[config.mk]
export PLATFORM = sky130hd
export DESIGN_NAME = aurora_rx_block_decoder
export DESIGN_NICKNAME = d
export VERILOG_FILES = /design/src/rtl/aurora_rx_block_decoder.sv
export SDC_FILE = /design/constraint.sdc
export NUM_CORES = 1
export LEC_CHECK = 0
export ABC_AREA = 1
export CAP_MARGIN = 5
export CELL_PAD_IN_SITES_DETAIL_PLACEMENT = 1
export CELL_PAD_IN_SITES_GLOBAL_PLACEMENT = 1
export CORE_ASPECT_RATIO = 1.4
export CORE_MARGIN = 3
export CORE_UTILIZATION = 25
export CTS_BUF_LIST = sky130_fd_sc_hd__clkbuf_8
export DETAILED_ROUTE_END_ITERATION = 10
export MAX_ROUTING_LAYER = met4
export PLACE_DENSITY = 0.59
export SLEW_MARGIN = 20
export SYNTH_ARGS = -nofsm -noshare
export SYNTH_HDL_FRONTEND = slang
export SYNTH_SLANG_ARGS = --single-unit
export TNS_END_PERCENT = 10
[constraint.sdc]
create_clock -name clk_rx_i -period 5.3 [get_ports clk_rx_i]
set_input_delay 0.53 -clock clk_rx_i [delete_from_list [all_inputs] [get_ports clk_rx_i]]
set_output_delay 0.53 -clock clk_rx_i [all_outputs]
set_load 0.005 [all_outputs]
[src/rtl/aurora_rx_block_decoder.sv]
// Aurora 64B/66B receive block decoder: header lock FSM, block classification and output FIFO.
// Optional macro AURORA_RX_DEC_STATS_EN enables the saturating err_cnt_o counter (tied to zero otherwise).
module aurora_rx_block_decoder #(
    parameter int LOCK_CNT   = 32,
    parameter int UNLOCK_CNT = 4,
    parameter int FIFO_DEPTH = 8
) (
    input  logic        clk_rx_i,
    input  logic        rst_n_i,
    input  logic [63:0] rx_data_i,
    input  logic [1:0]  rx_header_i,
    input  logic        rx_valid_i,
    output logic [63:0] out_data_o,
    output logic        out_kword_o,
    output logic        out_valid_o,
    input  logic        out_ready_i,
    output logic        locked_o,
    output logic        overflow_o,
    output logic [15:0] err_cnt_o
);

    localparam int AW = $clog2(FIFO_DEPTH);
    localparam logic [7:0] LOCK_CNT_W   = 8'(LOCK_CNT);
    localparam logic [3:0] UNLOCK_CNT_W = 4'(UNLOCK_CNT);

    typedef enum logic [1:0] {
        ST_LOST   = 2'd0,
        ST_HUNT   = 2'd1,
        ST_LOCKED = 2'd2
    } state_t;

    state_t     r_state, w_state_nxt;
    logic [7:0] r_good_cnt, w_good_cnt_nxt;
    logic [3:0] r_bad_cnt, w_bad_cnt_nxt;

    logic [7:0] w_type;
    logic       w_hdr_ok;
    logic       w_is_ctrl;
    logic       w_type_userk;
    logic       w_push_req;

    assign w_type       = rx_data_i[63:56];
    assign w_hdr_ok     = (rx_header_i == 2'b01) || (rx_header_i == 2'b10);
    assign w_is_ctrl    = (rx_header_i == 2'b10);
    assign w_type_userk = w_is_ctrl && (w_type inside {8'hD2, 8'h99, 8'h55, 8'hB4, 8'hCC});
    // Lock is judged on the registered state, so the block that completes lock is not forwarded.
    assign w_push_req   = rx_valid_i && (r_state == ST_LOCKED) &&
                          ((rx_header_i == 2'b01) || w_type_userk);

    always_ff @(posedge clk_rx_i or negedge rst_n_i) begin
        if (!rst_n_i) begin
            r_state    <= ST_LOST;
            r_good_cnt <= '0;
            r_bad_cnt  <= '0;
        end else begin
            r_state    <= w_state_nxt;
            r_good_cnt <= w_good_cnt_nxt;
            r_bad_cnt  <= w_bad_cnt_nxt;
        end
    end

    always_comb begin
        w_state_nxt    = r_state;
        w_good_cnt_nxt = r_good_cnt;
        w_bad_cnt_nxt  = r_bad_cnt;
        if (rx_valid_i) begin
            case (r_state)
                ST_LOST: begin
                    if (w_hdr_ok) begin
                        w_state_nxt    = ST_HUNT;
                        w_good_cnt_nxt = 8'd1;
                    end
                end
                ST_HUNT: begin
                    if (w_hdr_ok) begin
                        w_good_cnt_nxt = r_good_cnt + 8'd1;
                        if (r_good_cnt + 8'd1 == LOCK_CNT_W) begin
                            w_state_nxt   = ST_LOCKED;
                            w_bad_cnt_nxt = '0;
                        end
                    end else begin
                        w_state_nxt    = ST_LOST;
                        w_good_cnt_nxt = '0;
                    end
                end
                ST_LOCKED: begin
                    if (w_hdr_ok) begin
                        w_bad_cnt_nxt = '0;
                    end else if (r_bad_cnt + 4'd1 == UNLOCK_CNT_W) begin
                        w_state_nxt    = ST_LOST;
                        w_good_cnt_nxt = '0;
                        w_bad_cnt_nxt  = '0;
                    end else begin
                        w_bad_cnt_nxt = r_bad_cnt + 4'd1;
                    end
                end
                default: begin
                    w_state_nxt    = ST_LOST;
                    w_good_cnt_nxt = '0;
                    w_bad_cnt_nxt  = '0;
                end
            endcase
        end
    end

    assign locked_o = (r_state == ST_LOCKED);

    // Output FIFO: pointers carry one extra wrap bit to tell full from empty.
    logic [64:0] r_mem [FIFO_DEPTH];
    logic [AW:0] r_wr_ptr, r_rd_ptr;
    logic        r_overflow;
    logic        w_empty, w_full, w_pop, w_push, w_drop;

    assign w_empty = (r_wr_ptr == r_rd_ptr);
    assign w_full  = (r_wr_ptr[AW] != r_rd_ptr[AW]) &&
                     (r_wr_ptr[AW-1:0] == r_rd_ptr[AW-1:0]);
    assign w_pop   = !w_empty && out_ready_i;
    assign w_push  = w_push_req && (!w_full || w_pop);
    assign w_drop  = w_push_req && w_full && !w_pop;

    always_ff @(posedge clk_rx_i or negedge rst_n_i) begin
        if (!rst_n_i) begin
            r_wr_ptr   <= '0;
            r_rd_ptr   <= '0;
            r_overflow <= 1'b0;
        end else begin
            if (w_push) r_wr_ptr <= r_wr_ptr + 1'b1;
            if (w_pop)  r_rd_ptr <= r_rd_ptr + 1'b1;
            if (w_drop) r_overflow <= 1'b1;
        end
    end

    always_ff @(posedge clk_rx_i) begin
        if (w_push) r_mem[r_wr_ptr[AW-1:0]] <= {w_type_userk, rx_data_i};
    end

    assign out_valid_o = !w_empty;
    assign out_data_o  = w_empty ? 64'd0 : r_mem[r_rd_ptr[AW-1:0]][63:0];
    assign out_kword_o = w_empty ? 1'b0  : r_mem[r_rd_ptr[AW-1:0]][64];
    assign overflow_o  = r_overflow;

`ifdef AURORA_RX_DEC_STATS_EN
    logic [15:0] r_err_cnt;
    logic        w_err_inc;

    // Unknown control types are errors but still count as good headers for lock.
    assign w_err_inc = rx_valid_i &&
                       (!w_hdr_ok || (w_is_ctrl && (w_type != 8'h78) && !w_type_userk));

    always_ff @(posedge clk_rx_i or negedge rst_n_i) begin
        if (!rst_n_i) begin
            r_err_cnt <= '0;
        end else if (w_err_inc && (r_err_cnt != 16'hFFFF)) begin
            r_err_cnt <= r_err_cnt + 16'd1;
        end
    end

    assign err_cnt_o = r_err_cnt;
`else
    assign err_cnt_o = 16'h0000;
`endif

endmodule
Yosys cells after proc, flatten, opt, wreduce, memory -nomap -nowiden
Memories as Yosys holds them, arrays and structs flattened.
Index checks and enable logic that the tools add are counted.
{"block": "totals", "ram_bits": 520, "n_memories": 1, "out_inout_bits": 84, "reg_bits": 23, "word_cells": 71}
{"block": "classes", "n_eq_ne": 20, "reduce_logical": 19, "n_bitwise": 1, "muxes": 20, "add_sub_neg": 4}
{"name": "r_mem", "depth": 8, "width": 65, "rd": 1, "rd_clocked_by_memory_dff": 0, "wr": 1, "line_no": "109", "text": "logic [64:0] r_mem [FIFO_DEPTH];"}
{"op": "64-bit two-way mux", "n": 1}
{"op": "8-bit == test, second input constant", "n": 4}
{"op": "8-bit two-way mux", "n": 4}
{"op": "8-bit case mux with 3 select lines", "n": 1}
{"op": "4-bit two-way mux", "n": 4}
{"op": "4-bit by 1-bit adder with 4-bit output, second input constant", "n": 3}
{"op": "4-bit case mux with 3 select lines", "n": 1}
{"op": "2-bit two-way mux", "n": 5}
{"op": "8-bit by 1-bit adder with 8-bit output, second input constant", "n": 1}
{"op": "8-bit by 6-bit == test with 1-bit output, second input constant", "n": 1}
{"op": "8-bit by 7-bit == test with 1-bit output, second input constant", "n": 1}
{"op": "1-bit logical AND", "n": 8}
{"op": "2-bit inequality test, second input constant", "n": 4}
{"op": "4-bit AND reduction", "n": 2}
{"op": "2-bit case mux with 3 select lines", "n": 1}
{"op": "5-bit AND reduction", "n": 1}
{"op": "5-bit nonzero test", "n": 1}
{"op": "2-bit by 1-bit == test with 1-bit output, second input constant", "n": 2}
{"op": "2-bit == test, second input constant", "n": 2}
{"op": "4-bit by 3-bit == test with 1-bit output, second input constant", "n": 1}
{"op": "4-bit == test", "n": 1}
{"op": "3-bit == test", "n": 1}
{"op": "1-bit zero test", "n": 3}
{"op": "1-bit logical OR", "n": 3}
{"op": "6 further kinds", "n": 8}

Longest topological paths before layout
{"block": "depth", "word_depth": 8, "mapped_depth": 12, "depth_no_buf": 12}

Worst setup path after synthesis
OpenSTA, ideal clock, no wires.
{"block": "synth_path", "path_type": "input to register", "from": "in rx_data_i[59]", "to": "mem r_mem[0][0], enable pin", "cell_stages": 9, "path_buffers": 0, "t_required_ps": 4811, "arrival_time_ps": 4032, "setup_slack_ps": 779, "path_cell_list": "inv_1 nand2_1 inv_1 nand2_1 a21oi_1 o21bai_1 nand2_1 nand4_1 nor2_1"}
{"block": "synth_via", "elab_chain_len": 8}
{"element": "from (decl)", "line_no": "10", "text": "input logic [63:0] rx_data_i,"}
{"element": "8-bit == test or 8-bit by 7-bit == test with 1-bit output (tied branches)", "line_no": "45", "text": "assign w_type_userk = w_is_ctrl && (w_type inside {8'hD2, 8'h99, 8'h55, 8'hB4, 8'hCC});"}
{"element": "5-bit nonzero test *", "line_no": "45"}
{"element": "1-bit logical AND *", "line_no": "45"}
{"element": "1-bit logical OR *", "line_no": "48", "text": "((rx_header_i == 2'b01) || w_type_userk);"}
{"element": "1-bit logical AND *", "line_no": "47", "text": "assign w_push_req = rx_valid_i && (r_state == ST_LOCKED) &&"}
{"element": "1-bit logical AND *", "line_no": "118", "text": "assign w_push = w_push_req && (!w_full || w_pop);"}
{"element": "1-bit two-way mux *", "line_no": "134", "text": "if (w_push) r_mem[r_wr_ptr[AW-1:0]] <= {w_type_userk, rx_data_i};"}
{"element": "1-bit two-way mux (implied by the code) *", "line_no": "134"}
{"element": "to (decl)", "line_no": "109"}
Every way passes the cells marked *; elsewhere a longest branch is shown, timed or not.

Final worst setup path
{"block": "layout_path", "from": "reg r_rd_ptr[1]", "to": "out out_kword_o"}
{"block": "layout_via", "elab_chain_len": 2}
{"element": "from (decl)", "line_no": "110", "text": "logic [AW:0] r_wr_ptr, r_rd_ptr;"}
{"element": "from (signal assigned)", "line_no": "128", "text": "if (w_pop) r_rd_ptr <= r_rd_ptr + 1'b1;"}
{"element": "memory 8 x 65 bit or 4-bit == test (tied branches)"}
{"element": "1-bit two-way mux *", "line_no": "139", "text": "assign out_kword_o = w_empty ? 1'b0 : r_mem[r_rd_ptr[AW-1:0]][64];"}
{"element": "to (decl)", "line_no": "14", "text": "output logic out_kword_o,"}
Marks and branches as above.

==> results.json <==
{
  "place_congestion": 0.762,
  "ir_worst_vdd_v": 0.000255,
  "timing.setup.tns_ps": 0,
  "worstPathArrival_ps": 3810,
  "worstPathMaxFanout": 81,
  "cpPeakStageDelay_ps": 690,
  "crit_path_start_kind": "register",
  "setup_viol": 0,
  "die_area_um2": 91300,
  "drtIter0Drc": 870,
  "top_usage_layer": "met2",
  "clock-sinks": 543,
  "vias": 14325,
  "ctsResizeCount": 0,
  "clk_latency_ps": 640,
  "synth-edff-count": 520,
  "cp_top_family": "buffers and inverters",
  "grt_max_degree": 107,
  "cpMostUsedCell": "nor2_1",
  "start_util_pct": 25.4,
  "h-tree-depth": 3,
  "fin_cells": 3108,
  "nets": 1951,
  "core-area_um2": 86300,
  "overflow": 0,
  "crit_chain": "buf_16, buf_4, o21ai_0, o32ai_1, nor2_1, nor2_1, clkdlybuf4s50_1",
  "firstDrtPassIters": 5,
  "met3_usage_pct": 2.67,
  "met2_usage_pct": 24.2,
  "root_buffer": "clkbuf_8",
  "drtAntennaViolNets": 0,
  "avgRoutedWirePerCell_um": 19.9,
  "p_leak_nw": 8.57,
  "viasPerCell": 4.61,
  "fin_crit_ps": 4340,
  "whs_ps": 289,
  "powerDensity_nw_per_um2": 516,
  "synth_warnings": 0,
  "synth-async-reset-ratio_pct": 4.24,
  "synth_area_per_cell_um2": 12.7,
  "max-slew-margin-rel_pct": 31.4,
  "synth.yosys.seq_area_share_pct": 73.9,
  "die_h_um": 356,
  "io_pins": 154,
  "switching_share_pct": 36.4,
  "dpl_cell_area_um2": 24600,
  "synth.distinct_cells": 30,
  "place_inst": 2948,
  "final_area_um2": 26200,
  "synthCells": 1730,
  "cts_tree": "yes",
  "status": "finished, final reports clean",
  "tightest_slew_ps": 1030,
  "p_seq_share_pct": 37.2,
  "finalMaxSlewViolations": 0,
  "areaGrowthSynthToFinish_pct": 19.5,
  "worstSetupPathType": "reg -> out",
  "syn_area_um2": 21900,
  "finalPower_mw": 13.5,
  "row_count": 127,
  "cap_violations": 0,
  "die_w_um": 256,
  "power_frac_comb_pct": 38.5,
  "worst_path_max_delay_cell": "buf_4",
  "clk_pin_slew_ps": 70,
  "pwr-share-clk_pct": 24.3,
  "synth-seq-cells": 543,
  "ctsHoldBuffers": 0,
  "synthFlopType": "edfxtp_1",
  "rsz0062_at_grt": "false",
  "cts_inserted_buffers": 83,
  "drc": 0,
  "grt_usage_pct": 13.8,
  "min_path_type": "in -> async",
  "switchingPower_mw": 4.91,
  "cts_buffer_depth": 3,
  "cp-end-kind": "output pin",
  "dp_hpwl_mm": 35.6,
  "antenna_found_initial": 10,
  "setup_ws_ps": 963,
  "grt_pass1_vias": 15824,
  "worstPathRequired_ps": 4770,
  "final_cell_mix": "nor2_1 (543), edfxtp_1 (520), o21ai_0 (183), clkdlybuf4s50_1 (137), o32ai_1 (130)",
  "max_clock_freq_mhz": 231,
  "post-place-ws_ps": 1340,
  "grt_use_met1_pct": 15.4,
  "p_int_mw": 8.59,
  "utilization_pct": 30.3,
  "final_common_cell": "nor2_1",
  "drive_gt1_share_pct": 8.21,
  "finClkSkew_ps": 15.9,
  "post_cts_buffers": 0,
  "crit_buf_inv": 3,
  "finalWirelength_mm": 61.9,
  "numPortBuffers": 137,
  "hold_viol": 0,
  "period_share_pct": 81.8,
  "grt_first_pass_wirelength_mm": 94.2
}
-- power groups by stage --
| stage | Clock [mW] | Combinational [mW] | Sequential (mW) |
|---|---|---|---|
| final | 3.28 | 5.20 | 5.02 |
| after global routing | 3.57 | 5.79 | 5.04 |
| after CTS | 3.40 | 5.22 | 5.09 |
| after detailed placement | 0 | 5.20 | 5.18 |
| after global placement | 0 | 5.09 | 5.17 |
| after floorplan | 0 | 2.83 | 4.97 |
-- cell usage after synthesis (2+ instances only) --
| cell type | count | area, um2 |
|---|---|---|
| inv_2 | 3 | 11.3 |
| xor2_1 | 7 | 61.3 |
| xnor2_1 | 4 | 35.0 |
| nor3_1 | 3 | 15.0 |
| ha_1 | 7 | 87.6 |
| a21oi_1 | 3 | 15.0 |
| edfxtp_1 | 520 | 15600 |
| buf_2 | 33 | 165 |
| o21ai_1 | 20 | 100 |
| nand4_1 | 7 | 43.8 |
| buf_1 | 7 | 26.3 |
| o31ai_1 | 3 | 22.5 |
| nand2_1 | 72 | 270 |
| o21ai_0 | 183 | 916 |
| nand2_2 | 6 | 37.5 |
| clkbuf_1 | 62 | 233 |
| dfrtp_1 | 23 | 576 |
| nand3_1 | 22 | 110 |
| inv_1 | 34 | 128 |
| nor2_1 | 551 | 2070 |
| o21bai_1 | 2 | 15.0 |
| o32ai_1 | 130 | 1140 |
| buf_4 | 21 | 158 |
-- worst register-to-register path: cells and delay by family, from the launching register on --
family / cells / cell delay, ps
AND/OR/NAND/NOR: 4 / 1360
flip-flops: 1 / 880
buffers and inverters: 1 / 340
XOR/XNOR: 1 / 230
-- area by class of cell --
class	instances	area [um2]
fill	9371	60100
antenna	11	27.5
clock buffer	87	1200
tap	1161	1450
inverter	37	146
clock inverter	60	329
sequential	543	16200
multi-input combinational	1041	5110
timing repair buffer	168	1710
-- metal layers --
| layer | part of all wire, % | wire length (um) | vias to the layer above |
|---|---|---|---|
| met1 | 42 | 25800 | 7395 |
| met5 | 0 | 0 | - |
| li1 | - | - | 6564 |
| met3 | 4.6 | 2850 | 107 |
| met4 | 2.8 | 1750 | 0 |
| met2 | 51 | 31500 | 259 |
-- kinds of logic (layout without fill, tap and decap cells) --
family                   count (synthesis)  in the layout  share of synthesized area [%]
XOR/XNOR                                11             11                          0.440
AND/OR/NAND/NOR                        665            665                           11.8
adder cells (fa/ha/maj)                  7              7                          0.400
AO/OA/AOI/OAI                          342            342                           10.1
other                                    1             27                         0.0171
flip-flops                             543            543                           73.9
buffers and inverters                  161            352                           3.34
-- state kept, by name (all words and copies together) (netlist names) --
| register | flops |
|---|---|
| r_rd_ptr | 4 |
| r_wr_ptr | 4 |
| r_state | 2 |
| r_bad_cnt | 4 |
| r_good_cnt | 8 |
| r_mem | 520 |
| overflow_o | 1 |
-- final timing paths --
check,startpoint,end,slack (ps),depth (start not counted)
setup / recovery,r_rd_ptr[1],out_kword_o,960,7
hold reg to reg,r_bad_cnt[3],r_bad_cnt[3],520,2
hold / removal,rst_n_i,r_rd_ptr[2],290,2
setup reg to reg,r_rd_ptr[0],r_mem[4][32],2120,6
min in group clk_rx_i,r_bad_cnt[3],r_bad_cnt[3],520,2
max in group asynchronous,rst_n_i,r_rd_ptr[0],4690,2
Power figures use the tool's default switching activity.
